`config.mk`:
```
export PLATFORM = sky130hd
export DESIGN_NAME = idu_pipe_flat
export DESIGN_NICKNAME = d
export VERILOG_FILES = /design/src/rtl/idu_pipe_if.sv /design/src/rtl/idu_pipe.sv /design/src/flat_wrapper.sv
export SDC_FILE = /design/constraint.sdc
export NUM_CORES = 1
export LEC_CHECK = 0
export BUFFER_PORTS_ARGS = -buffer_cell sky130_fd_sc_hd__buf_2
export CORE_MARGIN = 2
export CORE_UTILIZATION = 55
export DETAILED_ROUTE_END_ITERATION = 7
export PLACE_DENSITY = 0.8
export SYNTH_ARGS = -nofsm -noshare
export SYNTH_HDL_FRONTEND = slang
export SYNTH_SLANG_ARGS = --single-unit
export TNS_END_PERCENT = 50
```
`constraint.sdc`:
```
create_clock -name clk -period 16.9 [get_ports clk]
set_input_delay 3.38 -clock clk [delete_from_list [all_inputs] [get_ports clk]]
set_output_delay 3.38 -clock clk [all_outputs]
set_load 0.02 [all_outputs]
```
`src/rtl/idu_pipe_if.sv`:
```
// rtl/idu_pipe_if.sv - fetch-side and execute-side handshake bundle of the decode stage
interface idu_pipe_if #(
    parameter int XLEN           = 32,
    parameter int REG_ADDR_WIDTH = 5
);
    logic                      in_valid;
    logic                      in_ready;
    logic [31:0]               in_inst;
    logic [XLEN-1:0]           in_pc;
    logic                      out_valid;
    logic                      out_ready;
    logic [XLEN-1:0]           out_pc;
    logic [3:0]                out_class;
    logic [2:0]                out_type;
    logic [REG_ADDR_WIDTH-1:0] out_rd;
    logic [REG_ADDR_WIDTH-1:0] out_rs1;
    logic [REG_ADDR_WIDTH-1:0] out_rs2;
    logic [2:0]                out_funct3;
    logic                      out_funct7b5;
    logic [XLEN-1:0]           out_imm;
    logic                      out_rd_we;
    logic                      out_illegal;

    modport master (
        output in_valid, in_inst, in_pc, out_ready,
        input  in_ready, out_valid, out_pc, out_class, out_type, out_rd, out_rs1, out_rs2,
               out_funct3, out_funct7b5, out_imm, out_rd_we, out_illegal
    );

    modport slave (
        input  in_valid, in_inst, in_pc, out_ready,
        output in_ready, out_valid, out_pc, out_class, out_type, out_rd, out_rs1, out_rs2,
               out_funct3, out_funct7b5, out_imm, out_rd_we, out_illegal
    );
endinterface

```
`src/rtl/idu_pipe.sv`:
```
// rtl/idu_pipe.sv - registered RV32I/RV64I decode stage with 2-entry skid buffer
module idu_pipe #(
    parameter int XLEN           = 32,
    parameter int REG_ADDR_WIDTH = 5,
    parameter int CNT_WIDTH      = 32
) (
    input  logic                 clk,
    input  logic                 rst,
    input  logic                 flush,
    idu_pipe_if.slave            io,
    output logic [CNT_WIDTH-1:0] dec_cnt
);
    localparam bit RV64 = (XLEN == 64);

    localparam logic [3:0] C_INV = 4'd0, C_LUI = 4'd1, C_AUIPC = 4'd2, C_JAL = 4'd3,
                           C_JALR = 4'd4, C_BRANCH = 4'd5, C_LOAD = 4'd6, C_STORE = 4'd7,
                           C_OPIMM = 4'd8, C_OP = 4'd9, C_SYSTEM = 4'd10, C_FENCE = 4'd11;
    localparam logic [2:0] T_N = 3'd0, T_R = 3'd1, T_I = 3'd2, T_S = 3'd3,
                           T_B = 3'd4, T_U = 3'd5, T_J = 3'd6;

    typedef struct packed {
        logic [XLEN-1:0]           pc;
        logic [3:0]                cls;
        logic [2:0]                typ;
        logic [REG_ADDR_WIDTH-1:0] rd;
        logic [REG_ADDR_WIDTH-1:0] rs1;
        logic [REG_ADDR_WIDTH-1:0] rs2;
        logic [2:0]                funct3;
        logic                      funct7b5;
        logic [XLEN-1:0]           imm;
        logic                      rd_we;
        logic                      illegal;
    } entry_t;

    entry_t          dec, main_q, skid_q;
    logic            main_valid, skid_valid, accept, drain;
    logic [31:0]     inst;
    logic [6:0]      opcode, f7;
    logic [2:0]      f3;
    logic            bad, sh_zero, sh_sra;
    logic [3:0]      cls;
    logic [2:0]      typ;
    logic [XLEN-1:0] imm, imm_i, imm_s, imm_b, imm_u, imm_j;

    assign inst   = io.in_inst;
    assign opcode = inst[6:0];
    assign f3     = inst[14:12];
    assign f7     = inst[31:25];

    assign imm_i = XLEN'($signed(inst[31:20]));
    assign imm_s = XLEN'($signed({inst[31:25], inst[11:7]}));
    assign imm_b = XLEN'($signed({inst[31], inst[7], inst[30:25], inst[11:8], 1'b0}));
    assign imm_u = XLEN'($signed({inst[31:12], 12'b0}));
    assign imm_j = XLEN'($signed({inst[31], inst[19:12], inst[20], inst[30:21], 1'b0}));

    // shamt is one bit wider on RV64, so the funct7-like field above it shrinks
    assign sh_zero = RV64 ? (inst[31:26] == 6'b000000) : (inst[31:25] == 7'b0000000);
    assign sh_sra  = RV64 ? (inst[31:26] == 6'b010000) : (inst[31:25] == 7'b0100000);

    always_comb begin
        cls = C_INV;
        typ = T_N;
        bad = 1'b0;
        case (opcode)
            7'b0110111: begin cls = C_LUI;    typ = T_U; end
            7'b0010111: begin cls = C_AUIPC;  typ = T_U; end
            7'b1101111: begin cls = C_JAL;    typ = T_J; end
            7'b1100111: begin cls = C_JALR;   typ = T_I; bad = (f3 != 3'b000); end
            7'b1100011: begin cls = C_BRANCH; typ = T_B; bad = (f3 == 3'b010) || (f3 == 3'b011); end
            7'b0000011: begin
                cls = C_LOAD; typ = T_I;
                bad = (f3 == 3'b111) || (!RV64 && ((f3 == 3'b011) || (f3 == 3'b110)));
            end
            7'b0100011: begin cls = C_STORE; typ = T_S; bad = f3[2] || (!RV64 && (f3 == 3'b011)); end
            7'b0010011: begin
                cls = C_OPIMM; typ = T_I;
                if (f3 == 3'b001)      bad = !sh_zero;
                else if (f3 == 3'b101) bad = !(sh_zero || sh_sra);
            end
            7'b0110011: begin
                cls = C_OP; typ = T_R;
                bad = !((f7 == 7'b0000000) ||
                        ((f7 == 7'b0100000) && ((f3 == 3'b000) || (f3 == 3'b101))));
            end
            7'b1110011: begin
                cls = C_SYSTEM; typ = T_I;
                bad = (inst != 32'h0000_0073) && (inst != 32'h0010_0073);
            end
            7'b0001111: begin cls = C_FENCE; typ = T_I; end
            default:    bad = 1'b1;
        endcase
        if (bad) begin
            cls = C_INV;
            typ = T_N;
        end
    end

    always_comb begin
        imm = '0;
        case (typ)
            T_I:     imm = imm_i;
            T_S:     imm = imm_s;
            T_B:     imm = imm_b;
            T_U:     imm = imm_u;
            T_J:     imm = imm_j;
            default: imm = '0;
        endcase
    end

    always_comb begin
        dec          = '0;
        dec.pc       = io.in_pc;
        dec.cls      = cls;
        dec.typ      = typ;
        dec.rd       = REG_ADDR_WIDTH'(inst[11:7]);
        dec.rs1      = REG_ADDR_WIDTH'(inst[19:15]);
        dec.rs2      = REG_ADDR_WIDTH'(inst[24:20]);
        dec.funct3   = f3;
        dec.funct7b5 = inst[30];
        dec.imm      = imm;
        dec.rd_we    = (cls inside {C_LUI, C_AUIPC, C_JAL, C_JALR, C_LOAD, C_OPIMM, C_OP}) &&
                       (inst[11:7] != 5'd0);
        dec.illegal  = bad;
    end

    assign accept = io.in_valid && !skid_valid;
    assign drain  = !main_valid || io.out_ready;

    // skid only fills while main is stalled, so skid_valid implies main_valid
    always_ff @(posedge clk or posedge rst) begin
        if (rst) begin
            main_valid <= 1'b0;
            skid_valid <= 1'b0;
            main_q     <= '0;
            skid_q     <= '0;
            dec_cnt    <= '0;
        end else if (flush) begin
            main_valid <= 1'b0;
            skid_valid <= 1'b0;
        end else begin
            if (accept) dec_cnt <= dec_cnt + CNT_WIDTH'(1);
            if (drain) begin
                if (skid_valid) begin
                    main_q     <= skid_q;
                    main_valid <= 1'b1;
                    skid_valid <= 1'b0;
                end else begin
                    main_valid <= accept;
                    if (accept) main_q <= dec;
                end
            end else if (accept) begin
                skid_q     <= dec;
                skid_valid <= 1'b1;
            end
        end
    end

    assign io.in_ready     = !skid_valid;
    assign io.out_valid    = main_valid;
    assign io.out_pc       = main_q.pc;
    assign io.out_class    = main_q.cls;
    assign io.out_type     = main_q.typ;
    assign io.out_rd       = main_q.rd;
    assign io.out_rs1      = main_q.rs1;
    assign io.out_rs2      = main_q.rs2;
    assign io.out_funct3   = main_q.funct3;
    assign io.out_funct7b5 = main_q.funct7b5;
    assign io.out_imm      = main_q.imm;
    assign io.out_rd_we    = main_q.rd_we;
    assign io.out_illegal  = main_q.illegal;
endmodule

```
`src/flat_wrapper.sv`:
```
// flat-port wrapper written by rule: the top's interface ports become plain ports
module idu_pipe_flat 
#(
    parameter int XLEN           = 32,
    parameter int REG_ADDR_WIDTH = 5,
    parameter int CNT_WIDTH      = 32
)
  (clk, rst, flush, dec_cnt, io_in_valid, io_in_inst, io_in_pc, io_out_ready, io_in_ready, io_out_valid, io_out_pc, io_out_class, io_out_type, io_out_rd, io_out_rs1, io_out_rs2, io_out_funct3, io_out_funct7b5, io_out_imm, io_out_rd_we, io_out_illegal);
  idu_pipe_if #(.XLEN(XLEN), .REG_ADDR_WIDTH(REG_ADDR_WIDTH)) io_i ();
  input  logic clk;
  input  logic rst;
  input  logic flush;
  output logic [CNT_WIDTH-1:0] dec_cnt;
  input wire logic [$bits(io_i.in_valid)-1:0] io_in_valid;
  input wire logic [$bits(io_i.in_inst)-1:0] io_in_inst;
  input wire logic [$bits(io_i.in_pc)-1:0] io_in_pc;
  input wire logic [$bits(io_i.out_ready)-1:0] io_out_ready;
  output wire logic [$bits(io_i.in_ready)-1:0] io_in_ready;
  output wire logic [$bits(io_i.out_valid)-1:0] io_out_valid;
  output wire logic [$bits(io_i.out_pc)-1:0] io_out_pc;
  output wire logic [$bits(io_i.out_class)-1:0] io_out_class;
  output wire logic [$bits(io_i.out_type)-1:0] io_out_type;
  output wire logic [$bits(io_i.out_rd)-1:0] io_out_rd;
  output wire logic [$bits(io_i.out_rs1)-1:0] io_out_rs1;
  output wire logic [$bits(io_i.out_rs2)-1:0] io_out_rs2;
  output wire logic [$bits(io_i.out_funct3)-1:0] io_out_funct3;
  output wire logic [$bits(io_i.out_funct7b5)-1:0] io_out_funct7b5;
  output wire logic [$bits(io_i.out_imm)-1:0] io_out_imm;
  output wire logic [$bits(io_i.out_rd_we)-1:0] io_out_rd_we;
  output wire logic [$bits(io_i.out_illegal)-1:0] io_out_illegal;
  assign io_i.in_valid = io_in_valid;
  assign io_i.in_inst = io_in_inst;
  assign io_i.in_pc = io_in_pc;
  assign io_i.out_ready = io_out_ready;
  assign io_in_ready = io_i.in_ready;
  assign io_out_valid = io_i.out_valid;
  assign io_out_pc = io_i.out_pc;
  assign io_out_class = io_i.out_class;
  assign io_out_type = io_i.out_type;
  assign io_out_rd = io_i.out_rd;
  assign io_out_rs1 = io_i.out_rs1;
  assign io_out_rs2 = io_i.out_rs2;
  assign io_out_funct3 = io_i.out_funct3;
  assign io_out_funct7b5 = io_i.out_funct7b5;
  assign io_out_imm = io_i.out_imm;
  assign io_out_rd_we = io_i.out_rd_we;
  assign io_out_illegal = io_i.out_illegal;
  idu_pipe #(.XLEN(XLEN), .REG_ADDR_WIDTH(REG_ADDR_WIDTH), .CNT_WIDTH(CNT_WIDTH)) u_core (.clk(clk), .rst(rst), .flush(flush), .io(io_i), .dec_cnt(dec_cnt));
endmodule
```
==> out/metrics.cfg, run 1 <==
[status]
status=complete, no violations

[drt]
vias_per_cell=5.73
detail_route.first_pass.iterations=5
drc=0
num_vias=8378
wl_per_cell_um=17.3
wirelength_um=25200
drt_iter0_drc=622
antenna_left=0

[yosys]
ys_ff_latch=218
avgSynthCellArea_um2=9.23
synth.distinct_cells=48
yosysTopAreaCell=dfrtp_1
synth_edf_count=0
syn_nets=1136
netlist.area_leader.share_pct=55.4
ys_seq_area_share_pct=55.4
syn_inst=1066
ys_warn_count=0
synth_area_um2=9840
synthFlopType=dfrtp_1
async_flop_share_pct=100
synthTopCellsByArea=dfrtp_1, nand2_1, mux2i_1

[timing]
max_slew_margin_pct=22.6
fin_skew_ps=8.47
maxSlewViolCount=0
min_period_ps=5900
setup_tns_ps=0
hold_viol=0
rsz0062_at_grt=no
tightest_slew_ps=1160
setup_viol=0
hold_slack_ps=462
fmax_mhz=170
fin_crit_sh_pct=34.9

[die]
dieWidth_um=138
core_area_um2=17400
core.rowCount=48
start_util_pct=56.5
die_h_um=138
boundaryPins=195
die-area_um2=19000

[critical_path]
r2r_end=u_core.io.out_imm[6]$_DFFE_PP0P_
worst_path_max_delay_cell=nor4_1
crit_type=input pin to flip-flop
rrSetupSlack_ps=13850
worstRegToRegCells=7
crit_path_start_kind=input pin
cp_top_family=simple AND/OR/NAND/NOR gates
cp.arrival_ps=6300
cp_data_required_time_ps=17300
path_cells=buf_2, nor4_1, nand4_1, o2111a_1, nor4b_4, buf_4, nand3_1, a31oi_1
r2r-start=u_core.skid_valid$_DFFE_PP0P_
cp-end-kind=flip-flop
timing.critical_path.slowest_cell_delay_ps=700
critPathMaxFanout=33
path_buf_inv=2
startpoint=io_in_inst[25]

[clocking]
htreeDepth=1
cts_num_sinks=218
numCtsBuffers=23
clk-insertion-delay-late_ps=500
hold_buffers=0
postCtsSetupBuffers=0
cts_resized=0
cts-root-buf=clkbuf_16
cts_max_path_buffers=3
tritoncts=done
clk_pin_slew_ps=60

[finish]
final_cell_mix=nand2_1, dfrtp_1, buf_2, o21ai_0, mux2i_1
diodes=0
drive_gt1_share_pct=20.2
syn2layout_area_growth_pct=18.3
fillers=1395
final_nets=1291
final_common_cell=nand2_1

[place]
port_buffers=194
gp_congestion=0.890
hpwl_um=15900

[power]
ir_drop_v=0.000102
p_per_area_nw_per_um2=117
internal_power_mw=0.970
p_switching_mw=0.392
power_frac_comb_pct=16.5
pwr-share-seq_pct=47.4
p_leak_nw=5.60
switching_share_pct=28.8
power.share.clock_pct=36.0

[global_routing]
antenna_found_initial=1
grt_usage_pct=26.8
grt_max_degree=140
overflow=0
grt_pass1_vias=7980
grt_pass1_wl_um=40700

[run]
cap_violations=0

[hold_path]
holdPathEnd=u_core.dec_cnt[31]$_DFFE_PP0P_
whs_path_depth=1
worstHoldStart=u_core.dec_cnt[31]$_DFFE_PP0P_
min_path_type=flip-flop to flip-flop

[registers in the layout, summed over array words and instances, names as in the netlist]
name	cells
u_core.io.out_funct7b5	1
u_core.io.out_rs1	5
u_core.skid_q	92
u_core.io.out_class	4
u_core.io.out_rs2	5
u_core.io.out_rd	5
u_core.dec_cnt	32
u_core.io.out_type	3
u_core.skid_valid	1
u_core.io.out_pc	32
u_core.io.out_imm	32
u_core.io.out_illegal	1
u_core.io.out_funct3	3
u_core.io.out_rd_we	1
u_core.io.out_valid	1
[how the worst max path moves through the flow]
stage,slack [ps],to,cells past startpoint
finish,11000,u_core.io.out_imm[21]$_DFFE_PP0P_,8
global route,10730,u_core.io.out_imm[21]$_DFFE_PP0P_,8
CTS,11090,u_core.io.out_imm[21]$_DFFE_PP0P_,8
detailed placement,10600,u_core.io.out_imm[21]$_DFFE_PP0P_,8
global placement,10690,u_core.io.out_imm[26]$_DFFE_PP0P_,8
floorplan,7560,u_core.dec_cnt[0]$_DFFE_PP0P_,1
[logic make-up (layout without fill, tap and decap cells)]
logic type	count (synthesis)	in the layout	share of synthesized area [%]
multiplexers	53	53	5.40
AND/OR/NAND/NOR	488	488	22.0
XOR/XNOR	32	32	2.85
adder cells (fa/ha/maj)	1	1	0.127
flip-flops	218	218	55.4
AO/OA/AOI/OAI	190	190	10.9
buffers and inverters	84	254	3.29
[cells in the mapped netlist (4+ instances only)]
library cell and n:
clkbuf_1 63, nor3_1 7, a22o_1 4, inv_1 10, mux2i_1 52, nand3_1 49
nor2b_1 4, nor2_1 52, nand2_1 296, o21ai_0 93, xnor2_1 27, nand4_1 13
buf_2 7, and2_1 4, xor2_1 5, nor4_1 6, a31oi_1 44, dfrtp_1 218
a21oi_1 30, buf_1 4, nand2b_1 7, and3_1 13, or3_1 22
[routing by layer]
metal	track usage, %	vias up	routed length, µm
li1	-	3935	-
met1	36.8	4044	10600
met2	42.5	337	11700
met3	6.92	60	2290
met4	7.54	2	575
met5	0	-	13
[cell type report]
cell class	instances	area (µm²)	share of cell area, %
flip-flops and latches	218	5460	46.9
multi-input cells	764	4080	35.1
repair buffers	204	1050	8.98
clock buffers	36	684	5.88
well taps	225	282	2.42
clock inverters	4	45.0	0.387
inverters	10	45.0	0.387
[metrics by stage]
step / setup WS (ps) / power [mW] / instance area [µm²] / std cells / util [%]
6_report: 11000 / 1.36 / 11600 / 1461 / 66.9
5_1_grt: 10730 / 1.42 / 11600 / 1461 / 66.9
4_1_cts: 11090 / 1.37 / 11600 / 1461 / 66.9
3_5_place_dp: 10600 / 0.879 / 10900 / 1421 / 62.7
3_3_place_gp: 10690 / 0.868 / 10900 / 1421 / 62.7
2_1_floorplan: 7560 / 0.793 / 9840 / 1066 / -
[power groups by stage]
stage          Sequential, mW  Combinational (mW)  Clock (mW)
2_1_floorplan           0.692               0.101           0
3_3_place_gp            0.650               0.218           0
3_5_place_dp            0.654               0.225           0
4_1_cts                 0.645               0.227       0.501
5_1_grt                 0.655               0.252       0.518
6_report                0.646               0.225       0.491
No activity file was read; power rests on OpenSTA's default activity.
==> run 2: changes to the inputs <==
Clock period 16.9 ns to 5.71 ns, I/O delays scaled along.
==> out/metrics.cfg, run 2 (synthesis gave the netlist of run 1 again) <==
[status]
status=complete, no violations  ; unchanged

[place]
port_buffers=194  ; unchanged
gp_congestion=0.903  ; was 0.890
dpl-instance-area_um2=10900  ; about the same
hpwl_um=16000  ; was 15,900 µm

[drt]
antenna_left=0  ; unchanged
detail_route.first_pass.iterations=7  ; was 5
num_vias=8469  ; was 8,378
wl_per_cell_um=17.2  ; was 17.3 µm
drt_iter0_drc=538  ; was 622
vias_per_cell=5.78  ; was 5.73
drc=0  ; unchanged
wirelength_um=25200  ; about the same

[clocking]
cts_num_sinks=218  ; unchanged
postCtsSetupBuffers=0  ; unchanged
cts_resized=0  ; unchanged
clk-insertion-delay-late_ps=510  ; was 500 ps
numCtsBuffers=23  ; unchanged
clk_pin_slew_ps=60  ; about the same
cts-root-buf=clkbuf_16  ; unchanged
htreeDepth=1  ; unchanged
cts_max_path_buffers=3  ; unchanged
tritoncts=done  ; unchanged
hold_buffers=0  ; unchanged

[critical_path]
crit_path_start_kind=input pin  ; unchanged
path_cells=buf_2, nor4_1, nand4_1, o2111a_1, nor4b_4, nand3_1, a31oi_1  ; was buf_2, nor4_1, nand4_1, o2111a_1, nor4b_4, buf_4, nand3_1, a31oi_1
path_buf_inv=1  ; was 2
cp_top_family=simple AND/OR/NAND/NOR gates  ; unchanged
critPathMaxFanout=22  ; was 33
cp-end-kind=flip-flop  ; unchanged
timing.critical_path.slowest_cell_delay_ps=790  ; was 700 ps
worst_path_max_delay_cell=nor4_1  ; unchanged
crit_type=input pin to flip-flop  ; unchanged
cp.arrival_ps=4130  ; was 6300 ps
cp_data_required_time_ps=6120  ; was 17,300 ps

[timing]
setup_viol=0  ; unchanged
max_slew_margin_pct=24.4  ; was 22.6%
rsz0062_at_grt=no  ; unchanged
min_period_ps=3720
fmax_mhz=269
maxSlewViolCount=0  ; unchanged
fin_skew_ps=15.8  ; was 8.47 ps
hold_viol=0  ; unchanged
tightest_slew_ps=1130  ; was 1160 ps
fin_crit_sh_pct=65.2
setup_tns_ps=0  ; unchanged

[die]
die-area_um2=19000  ; unchanged
core.rowCount=48  ; unchanged
start_util_pct=56.5  ; unchanged
core_area_um2=17400  ; unchanged
dieWidth_um=138  ; unchanged
die_h_um=138  ; unchanged
boundaryPins=195  ; unchanged

[finish]
final_cell_mix=nand2_1, dfrtp_1, buf_2, o21ai_0, mux2i_1  ; unchanged
final_nets=1292  ; was 1,291
largest_register=u_core.skid_q  ; unchanged
syn2layout_area_growth_pct=18.2  ; was 18.3%
final_common_cell=nand2_1  ; unchanged
fin_util_pct=66.8  ; was 66.9%
largest_reg_flops=92  ; unchanged
drive_gt1_share_pct=20.4  ; was 20.2%
fin_area_um2=11600  ; about the same

[global_routing]
overflow=0  ; unchanged
grt_pass1_vias=8154  ; was 7,980
grt_max_degree=107  ; was 140
antenna_found_initial=1  ; unchanged
grt_usage_pct=26.9  ; was 26.8%
grt_pass1_wl_um=40800  ; was 40,700 µm

[power]
p_leak_nw=5.59  ; was 5.60 nW
ir_drop_v=0.000273  ; was 0.000102 V
p_per_area_nw_per_um2=343  ; was 117 nW/µm²

[run]
cap_violations=0  ; unchanged

[hold_path]
min_path_type=flip-flop to flip-flop  ; unchanged

## run 2: power breakdown
| group | total [mW] | internal [mW] | leakage [nW] | switching (mW) |
|---|---|---|---|---|
| sequential | 1.91 | 1.78 | 2.78 | 0.138 |
| combinational | 0.666 | 0.233 | 2.46 | 0.432 |
| clock | 1.42 | 0.821 | 0.355 | 0.595 |
| total | 3.99 | 2.83 | 5.59 | 1.17 |
## run 2: path summary, 6_finish.rpt
| kind | slack (ps) | to | cells past startpoint | startpoint |
|---|---|---|---|---|
| max in group asynchronous | 3980 | u_core.skid_valid$_DFFE_PP0P_ | 3 | rst |
| setup / recovery | 1990 | u_core.io.out_imm[28]$_DFFE_PP0P_ | 7 | io_in_inst[25] |
| hold / removal | 470 | u_core.skid_q[1]$_DFFE_PP0P_ | 2 | u_core.skid_q[1]$_DFFE_PP0P_ |
| hold reg to reg | 470 | u_core.skid_q[1]$_DFFE_PP0P_ | 2 | u_core.skid_q[1]$_DFFE_PP0P_ |
| setup reg to reg | 2970 | u_core.skid_q[52]$_DFFE_PP0P_ | 5 | u_core.skid_valid$_DFFE_PP0P_ |
| min in group asynchronous | 520 | u_core.io.out_imm[22]$_DFFE_PP0P_ | 2 | rst |
## run 2: area by class of cell
cell class	instances	area [µm²]
Multi-Input combinational cell	764	4080
Antenna cell	1	2.50
Inverter	10	41.3
Clock buffer	36	684
Tap cell	225	282
Fill cell	1403	5780
Clock inverter	5	28.8
Timing Repair Buffer	205	1050
Sequential cell	218	5460
## run 2: routing by layer
metal	track usage, %	share of wire, %
met4	7.88	2.3
met5	0	0
met1	37.0	42
met3	6.36	9.1
met2	42.8	47
## run 2: worst register-to-register path, delay by kind of cell (launching register included)
family | cells | cell delay (ps)
simple gates | 4 | 1630
flops | 1 | 530
buf+inv | 1 | 530
## run 2: stage by stage
stage                     total power, mW  std cells  hold slack (ps)  worst slack [ps]
after CTS                            4.02       1463              470              2170
after global placement               2.57       1422              450              1780
final                                3.99       1464              469              1990
after floorplan                      2.35       1066              438              1730
after global routing                 4.19       1464              490              1790
after detailed placement             2.60       1422              456              1640
